$ cat src/rtl/reg_xyz_pkg.sv
// Shared types and constants for the XYZ register-block responder.
package reg_xyz_pkg;

  typedef enum logic [1:0] {
    IDLE,
    RESP,
    CLR,
    LOAD
  } state_e;

  localparam logic [7:0]  ADDR_R1          = 8'h00;
  localparam logic [7:0]  ADDR_R2          = 8'h08;
  localparam logic [63:0] R1_RST_DEFAULT   = 64'h0;
  localparam logic [63:0] R2_RST_DEFAULT   = 64'h0;
  localparam int          CLR_CYC_DEFAULT  = 10;
  localparam int          LOAD_CYC_DEFAULT = 10;

  function automatic int max_int(input int a, input int b);
    return (a > b) ? a : b;
  endfunction

endpackage

$ cat src/rtl/reg_xyz_phase_cnt.sv
// Loadable down-counter shared by the clear and load phases; done_o marks the
// final cycle of a phase and the count parks at zero rather than wrapping.
module reg_xyz_phase_cnt #(
  parameter int CNT_W = 4
) (
  input  logic             clk,
  input  logic             rst_n,
  input  logic             load_i,
  input  logic [CNT_W-1:0] load_val_i,
  output logic             done_o
);

  logic [CNT_W-1:0] cnt_q;

  // NOTE: sequential state uses non-blocking (<=) so every flop samples
  // pre-edge values; blocking here would create order-dependent races.
  always_ff @(posedge clk or negedge rst_n) begin
    if (!rst_n) begin
      cnt_q <= '0;
    end else if (load_i) begin
      cnt_q <= load_val_i;
    end else if (cnt_q != '0) begin
      cnt_q <= cnt_q - 1'b1;
    end
  end

  assign done_o = (cnt_q == CNT_W'(1));

endmodule

$ cat src/rtl/reg_xyz_responder.sv
// Frontdoor responder for the XYZ register block: two registers behind a
// valid/ready request/response pair, plus a two-phase (clear, load) soft reset.
module reg_xyz_responder
  import reg_xyz_pkg::*;
#(
  parameter int                DATA_W   = 64,
  parameter int                ADDR_W   = 8,
  parameter logic [DATA_W-1:0] R1_RST   = DATA_W'(R1_RST_DEFAULT),
  parameter logic [DATA_W-1:0] R2_RST   = DATA_W'(R2_RST_DEFAULT),
  parameter int                CLR_CYC  = CLR_CYC_DEFAULT,
  parameter int                LOAD_CYC = LOAD_CYC_DEFAULT
) (
  input  logic              clk,
  input  logic              rst_n,
  input  logic              soft_rst,
  input  logic              req_valid,
  output logic              req_ready,
  input  logic              req_write,
  input  logic [ADDR_W-1:0] req_addr,
  input  logic [DATA_W-1:0] req_wdata,
  output logic              rsp_valid,
  input  logic              rsp_ready,
  output logic [DATA_W-1:0] rsp_rdata,
  output logic              rsp_err,
  output logic              busy,
  output logic [DATA_W-1:0] r1_q,
  output logic [DATA_W-1:0] r2_q
);

  localparam int CNT_W = $clog2(max_int(CLR_CYC, LOAD_CYC) + 1);

  state_e            state_q, state_d;
  logic              pending_q, pending_d;
  logic [DATA_W-1:0] r1_d, r2_d;
  logic [DATA_W-1:0] rsp_rdata_q, rsp_rdata_d;
  logic              rsp_err_q, rsp_err_d;
  logic              cnt_load;
  logic [CNT_W-1:0]  cnt_val;
  logic              cnt_done;
  logic              accept, hit_r1, hit_r2;
  logic              enter_clr, enter_load;

  reg_xyz_phase_cnt #(
    .CNT_W (CNT_W)
  ) u_phase_cnt (
    .clk        (clk),
    .rst_n      (rst_n),
    .load_i     (cnt_load),
    .load_val_i (cnt_val),
    .done_o     (cnt_done)
  );

  assign req_ready = (state_q == IDLE) && !soft_rst && !pending_q;
  assign accept    = req_valid && req_ready;
  assign hit_r1    = (req_addr == ADDR_W'(ADDR_R1));
  assign hit_r2    = (req_addr == ADDR_W'(ADDR_R2));
  assign rsp_valid = (state_q == RESP);
  assign rsp_rdata = rsp_rdata_q;
  assign rsp_err   = rsp_err_q;
  assign busy      = (state_q == CLR) || (state_q == LOAD);

  // NOTE: every signal written below gets a default first; a path that
  // leaves one unassigned would infer a latch.
  always_comb begin
    state_d     = state_q;
    pending_d   = pending_q;
    r1_d        = r1_q;
    r2_d        = r2_q;
    rsp_rdata_d = rsp_rdata_q;
    rsp_err_d   = rsp_err_q;
    enter_clr   = 1'b0;
    enter_load  = 1'b0;
    cnt_load    = 1'b0;
    cnt_val     = '0;

    unique case (state_q)
      IDLE: begin
        if (soft_rst) begin
          enter_clr = 1'b1;
        end else if (accept) begin
          state_d     = RESP;
          rsp_err_d   = !(hit_r1 || hit_r2);
          // Reads return the pre-write value; writes and errors return 0.
          rsp_rdata_d = '0;
          if (!req_write && hit_r1) rsp_rdata_d = r1_q;
          if (!req_write && hit_r2) rsp_rdata_d = r2_q;
          if (req_write && hit_r1)  r1_d = req_wdata;
          if (req_write && hit_r2)  r2_d = req_wdata;
        end
      end
      RESP: begin
        if (soft_rst) pending_d = 1'b1;
        if (rsp_ready) begin
          if (pending_q || soft_rst) enter_clr = 1'b1;
          else                       state_d   = IDLE;
        end
      end
      CLR: begin
        if (soft_rst)      enter_clr  = 1'b1;
        else if (cnt_done) enter_load = 1'b1;
      end
      LOAD: begin
        if (soft_rst) begin
          enter_clr = 1'b1;
        end else if (cnt_done) begin
          state_d   = IDLE;
          pending_d = 1'b0;
        end
      end
      default: state_d = IDLE;
    endcase

    if (enter_clr) begin
      state_d  = CLR;
      r1_d     = '0;
      r2_d     = '0;
      cnt_load = 1'b1;
      cnt_val  = CNT_W'(CLR_CYC);
    end else if (enter_load) begin
      state_d  = LOAD;
      r1_d     = R1_RST;
      r2_d     = R2_RST;
      cnt_load = 1'b1;
      cnt_val  = CNT_W'(LOAD_CYC);
    end
  end

  always_ff @(posedge clk or negedge rst_n) begin
    if (!rst_n) begin
      state_q     <= IDLE;
      pending_q   <= 1'b0;
      r1_q        <= '0;
      r2_q        <= '0;
      rsp_rdata_q <= '0;
      rsp_err_q   <= 1'b0;
    end else begin
      state_q     <= state_d;
      pending_q   <= pending_d;
      r1_q        <= r1_d;
      r2_q        <= r2_d;
      rsp_rdata_q <= rsp_rdata_d;
      rsp_err_q   <= rsp_err_d;
    end
  end

endmodule

$ cat config.mk
export PLATFORM = sky130hd
export DESIGN_NAME = reg_xyz_responder
export DESIGN_NICKNAME = d
export VERILOG_FILES = /design/src/rtl/reg_xyz_pkg.sv /design/src/rtl/reg_xyz_phase_cnt.sv /design/src/rtl/reg_xyz_responder.sv
export SDC_FILE = /design/constraint.sdc
export NUM_CORES = 1
export LEC_CHECK = 0
export ABC_AREA = 1
export CORE_MARGIN = 1.5
export CORE_UTILIZATION = 30
export CTS_BUF_LIST = sky130_fd_sc_hd__clkbuf_4
export CTS_CLUSTER_SIZE = 14
export DETAILED_ROUTE_END_ITERATION = 10
export SLEW_MARGIN = 15
export SYNTH_ARGS = -nofsm -noshare
export SYNTH_HDL_FRONTEND = slang
export SYNTH_HIERARCHICAL = 1
export SYNTH_SLANG_ARGS = --single-unit
$ cat constraint.sdc
create_clock -name clk -period 2 [get_ports clk]
set_input_delay 0.4 -clock clk [delete_from_list [all_inputs] [get_ports clk]]
set_output_delay 0.4 -clock clk [all_outputs]
set_load 0.02 [all_outputs]
After elaboration in Yosys (flattened, before gate mapping)
Index checks and enable logic that the tools add are counted.
{"block": "totals", "reg_bits": 200, "rom_bits": 0, "elab_cells": 94, "mem_bits_rw": 0, "latchBits": 0, "n_memories": 0}
{"block": "op_classes", "shift": 0, "n_mux": 40, "n_eq_ne": 15, "n_mul": 0, "n_bitwise": 1, "n_div": 0, "n_addsub": 1, "n_reduce_logical": 30, "n_lt_le_gt_ge": 0}
{"operator": "64-bit two-way mux", "count": 14}
{"operator": "4-bit != test, second input constant", "count": 5}
{"operator": "2-bit two-way mux", "count": 8}
{"operator": "4-bit two-way mux", "count": 4}
{"operator": "4-bit AND reduction", "count": 3}
{"operator": "3-bit nonzero test", "count": 4}
{"operator": "1-bit two-way mux", "count": 11}
{"operator": "8-bit by 4-bit == test with 1-bit output, second input constant", "count": 1}
{"operator": "8-bit logical NOT", "count": 1}
{"operator": "1-bit logical AND", "count": 7}
{"operator": "7-bit AND reduction", "count": 1}
{"operator": "2-bit != test, second input constant", "count": 3}
{"operator": "2-bit case mux with 3 select lines", "count": 1}
{"operator": "5-bit nonzero test", "count": 1}
{"operator": "2-bit == test, second input constant", "count": 2}
{"operator": "4-bit by 1-bit == test with 1-bit output, second input constant", "count": 1}
{"operator": "1-bit logical NOT", "count": 4}
{"operator": "4-bit by 1-bit != test with 1-bit output, second input constant", "count": 1}
{"operator": "1-bit case mux with 2 select lines", "count": 2}
{"operator": "2-bit nonzero test", "count": 2}
{"operator": "4-bit nonzero test", "count": 1}
{"operator": "4-bit by 1-bit subtractor with 4-bit output, second input constant", "count": 1}
{"operator": "1-bit logical OR", "count": 3}
{"operator": "3-bit by 1-bit != test with 1-bit output, second input constant", "count": 1}
{"operator": "other kinds (5)", "count": 5}

Depth between registers and ports, before layout
{"block": "logic_depth", "depth_word": 9, "mapped_depth": 13, "mapped_depth_nobuf": 12}

Cells and area by module
The synthesis kept the hierarchy.
{"module": "reg_xyz_responder", "seq_area_each_um2": 4904.7, "cells_each": 1198, "n_inst": 1, "area_per_inst_um2": 9335.2}
{"module": "reg_xyz_phase_cnt", "seq_area_each_um2": 100.1, "cells_each": 37, "n_inst": 1, "area_per_inst_um2": 291.5}

Worst setup path before layout
No wires, ideal clock.
{"block": "synth_timing", "path_kind": "reg2reg", "startpoint": "register u_phase_cnt.cnt_q[1]", "endpoint": "register r1_q[0]", "setup_slack_ps": 310, "stages_incl_launch_ff": 13, "t_required_ps": 1935, "t_arrival_ps": 1625, "period_less_slack_ps": 1690, "cell_sequence": "dfrtp_1 > inv_1 > ha_1 > inv_1 > nor2_1 > nand2_1 > nor2_1 > inv_2 > nand3_2 > buf_2 > buf_2 > nand3_1 > nand2_1"}
{"block": "synth_between", "elab_chain_cells": 6}
{"item": "from (decl)", "line": "reg_xyz_phase_cnt.sv:13", "text": "logic [CNT_W-1:0] cnt_q;"}
{"item": "from (signal assigned)", "line": "reg_xyz_phase_cnt.sv:21", "text": "cnt_q <= load_val_i;"}
{"item": "from (signal assigned)", "line": "reg_xyz_phase_cnt.sv:23", "text": "cnt_q <= cnt_q - 1'b1;"}
{"item": "4-bit by 1-bit == test with 1-bit output *", "line": "reg_xyz_phase_cnt.sv:27", "text": "assign done_o = (cnt_q == CNT_W'(1));"}
{"item": "via cnt_done", "line": "reg_xyz_responder.sv:39", "text": "logic cnt_done;"}
{"item": "1-bit two-way mux *", "line": "reg_xyz_responder.sv:100", "text": "else if (cnt_done) enter_load = 1'b1;"}
{"item": "1-bit two-way mux *", "line": "reg_xyz_responder.sv:99", "text": "if (soft_rst) enter_clr = 1'b1;"}
{"item": "1-bit two-way mux *", "line": "reg_xyz_responder.sv:76", "text": "unique case (state_q)"}
{"item": "3-bit by 1-bit != test with 1-bit output (no source line), or another cell as far along"}
{"item": "4-bit AND reduction (no source line) or 64-bit two-way mux (tied branches)"}
{"item": "to (signal assigned)", "line": "reg_xyz_responder.sv:139", "text": "r1_q <= r1_d;"}
{"item": "to (decl)", "line": "reg_xyz_responder.sv:26", "text": "output logic [DATA_W-1:0] r1_q,"}
The timed path passes the listed nets; every way through them passes the cells marked *.
A chain may end at the register's enable or synchronous reset.

Worst setup path after layout
{"block": "layout_timing", "startpoint": "register u_phase_cnt.cnt_q[1]", "endpoint": "register r1_q[2]"}
The elaborated chain is that of the path after synthesis.

==> results.md <==
- Outcome: completed
- Finish-stage setup viols: 0
- Setup TNS: 0 ns
- Post-synth EDFFs: 0
- Startpoint Class: register
- Core area: 31600 sq um
- PD cells: 1310 nW/um^2
- Synth area leader: dfrtp_1
- Cell variety after synth: 26
- Via-to-Cell Ratio: 5.01
- Max frequency: 526 MHz
- Max Cap Viol: 0
- Layout cells sized above 1: 9.16%
- Clock Tree Buf Depth: 2
- Filler instances: 3270
- Total global-route track usage: 21.2%
- Syn Inst Count: 1235
- Share of Yosys cell area claimed by the top area cell type: 52.0%
- WL/cell: 18.1 um
- Share of flip-flops with an asynchronous set or reset: between 90% and 100%
- Seq cells post-synth: 200
- Routed Antenna Nets: 0
- Cts bufs inserted: 17
- GR Overflow Total: 0
- RSZ-0062 raised after global routing: yes
- Syn Area/Cell: 7.79 sq um
- Root buffer cell: clkbuf_4
- First-pass GRT wire length: 54700 um
- Die area: 33200 sq um
- WL final: 34700 um
- DRC Markers: 0
- Boundary Pins: between 200 and 300
- Port Buffer Count: 273
- Starting Density: 30.5%
- Setup Crit Path Kind: register to register
- Power, Total: 17400 uW
- Ranking of synthesized cells by area: dfrtp_1 (52%), nand2_1 (20%), nand3_1 (12%), nand4_1 (4.0%), nor2_1 (3.2%)
- DIE HEIGHT: around 180 um
- Clock sink total: 200
- Max VDD drop: about 0.54 mV
- Pin count of the biggest net entering global routing: between 80 and 90
- Final hold violation count: 0
- CTS HTree Levels: 4
- YS warnings: 6
- Final period utilization: about 95%
- Most common flop cell mapped by yosys: dfrtp_1
- Leak pwr: approximately 0.0076 uW
- Commonest non-fill, non-tap cell in the layout: nand2_1
- Later-pin clock latency in the skew report: 0.59 ns
- Initial antenna violation count: 1
- Dpl hpwl: about 23000 um
- Routed via count: 9623
- First drt pass iteration count: 5
- Worst EP required: 2.52 ns
- Mapped Area: 9630 sq um
- Setup Skew: ~0.04 ns
- GPL Wtd Cong: 0.819
- # rows: 65
- CTS tree: built
- Minimum clock period: 1.90 ns
- Final hold slack: 0.304 ns
- Vias in the first global route: about 9500
- CTS clk-pin slew, worst paths: 0.21 ns
- Die Wd: 182 um
- Layout area overhead: 38.6%
- Type of element capturing the critical path: register
- Data arrival time of the critical path: 2.42 ns
- Final slew viol count: 0
- Worst hold path class: input port to asynchronous set/reset pin
- Initial DRC Count: 607
- Nets: about 1600
- Largest fanout on the critical path: 8
- Most frequent cells in the layout: nand2_1 (509), nand3_1 (235), dfrtp_1 (198)
- Register area share after synthesis: 52.0%
registers in the layout, indices dropped and copies added (netlist names):
| name | count |
|---|---|
| state_q | 2 |
| u_phase_cnt/cnt_q | 4 |
| rsp_rdata | 64 |
| r2_q | 64 |
| r1_q | 64 |
| rsp_err | 1 |
| pending_q | 1 |
layer usage:
metal | vias up | GRT usage [%] | share of wire [%]
li1 | 4557 | - | -
met1 | 4668 | 28.0 | 43
met2 | 363 | 35.0 | 49
met3 | 35 | 4.09 | 6.3
met4 | 0 | 6.61 | 1.8
met5 | - | 0 | 0
layout make-up:
| class | instances | area [sq um] | area share (%) |
|---|---|---|---|
| diodes | 1 | 2.50 | 0.0188 |
| clock buffers | 18 | 135 | 1.01 |
| clock inverters | 14 | 180 | 1.35 |
| inverters | 19 | 77.6 | 0.581 |
| multi-input cells | 918 | 4070 | 30.5 |
| flip-flops and latches | 200 | 5010 | 37.5 |
| well taps | 402 | 503 | 3.77 |
| repair buffers | 349 | 3370 | 25.3 |
logic make-up after synthesis:
kind of cell / count (synthesis) / synth area share [%]
adder cells (fa/ha/maj): 3 / 0.390
AO/OA/AOI/OAI: 11 / 0.702
flip-flops: 200 / 52.0
other: 1 / 0.0390
buffers and inverters: 118 / 6.55
AND/OR/NAND/NOR: 902 / 40.3
power by group:
part	switching (uW)	internal (uW)
Combinational	5480	3040
Clock	1650	717
Sequential	1200	5360
Total	8320	9120
timing repair:
| item | 4_1_cts | 5_1_grt |
|---|---|---|
| resized for setup | 209 | 10 |
| endpoints found under the hold margin | 48 | 0 |
| setup endpoints to repair | 326 | 110 |
| cloned | 0 | 1 |
| setup buffers | 1 | 4 |
| hold buffers | 1 | 0 |
| pin swaps | 0 | 1 |
per-stage QoR:
step                setup WS (ns)  cell area, sq um  utilization, %  cells
floorplan                   0.310              9630               -   1236
global placement           -0.228             13200            41.7   1881
detailed placement         -0.284             13200            41.7   1881
CTS                        0.0107             13300            42.0   1915
global route              -0.0285             13300            42.3   1921
finish                     0.0984             13300            42.3   1921
worst max-delay path: stages, from the launching register on:
cell,delay [ns]
dfrtp_1,0.41
inv_1,0.08
ha_1,0.14
inv_1,0.06
nor2_4,0.14
nand2_2,0.10
nor2_4,0.13
inv_2,0.10
nand3_4,0.15
buf_6,0.18
buf_4,0.18
nand3_1,0.09
nand2_1,0.10
path summary, 6_finish.rpt:
check / from / end / slack (ns) / cells after the start
max in group asynchronous: rst_n / rsp_rdata[34]$_DFFE_PN0P_ / 0.98 / 3
max reg2reg: u_phase_cnt/cnt_q[1]$_DFFE_PN0P_ / r1_q[2]$_DFFE_PN0P_ / 0.1 / 12
min in group clk: req_wdata[16] / r2_q[16]$_DFFE_PN0P_ / 0.44 / 5
max: u_phase_cnt/cnt_q[1]$_DFFE_PN0P_ / r1_q[2]$_DFFE_PN0P_ / 0.1 / 12
min: rst_n / r1_q[11]$_DFFE_PN0P_ / 0.30 / 2
min reg2reg: rsp_rdata[63]$_DFFE_PN0P_ / rsp_rdata[63]$_DFFE_PN0P_ / 0.50 / 2
cells in the mapped netlist, types with 4 or more instances:
master	number
nand2_1	510
nand3_1	235
dfrtp_1	200
nor2_1	83
nand4_1	61
buf_2	45
clkbuf_1	22
inv_1	16
buf_6	14
buf_1	11
buf_4	7
nand2_2	4
nor2_2	4
o21ai_0	4
(Power assumes the default switching activity.)
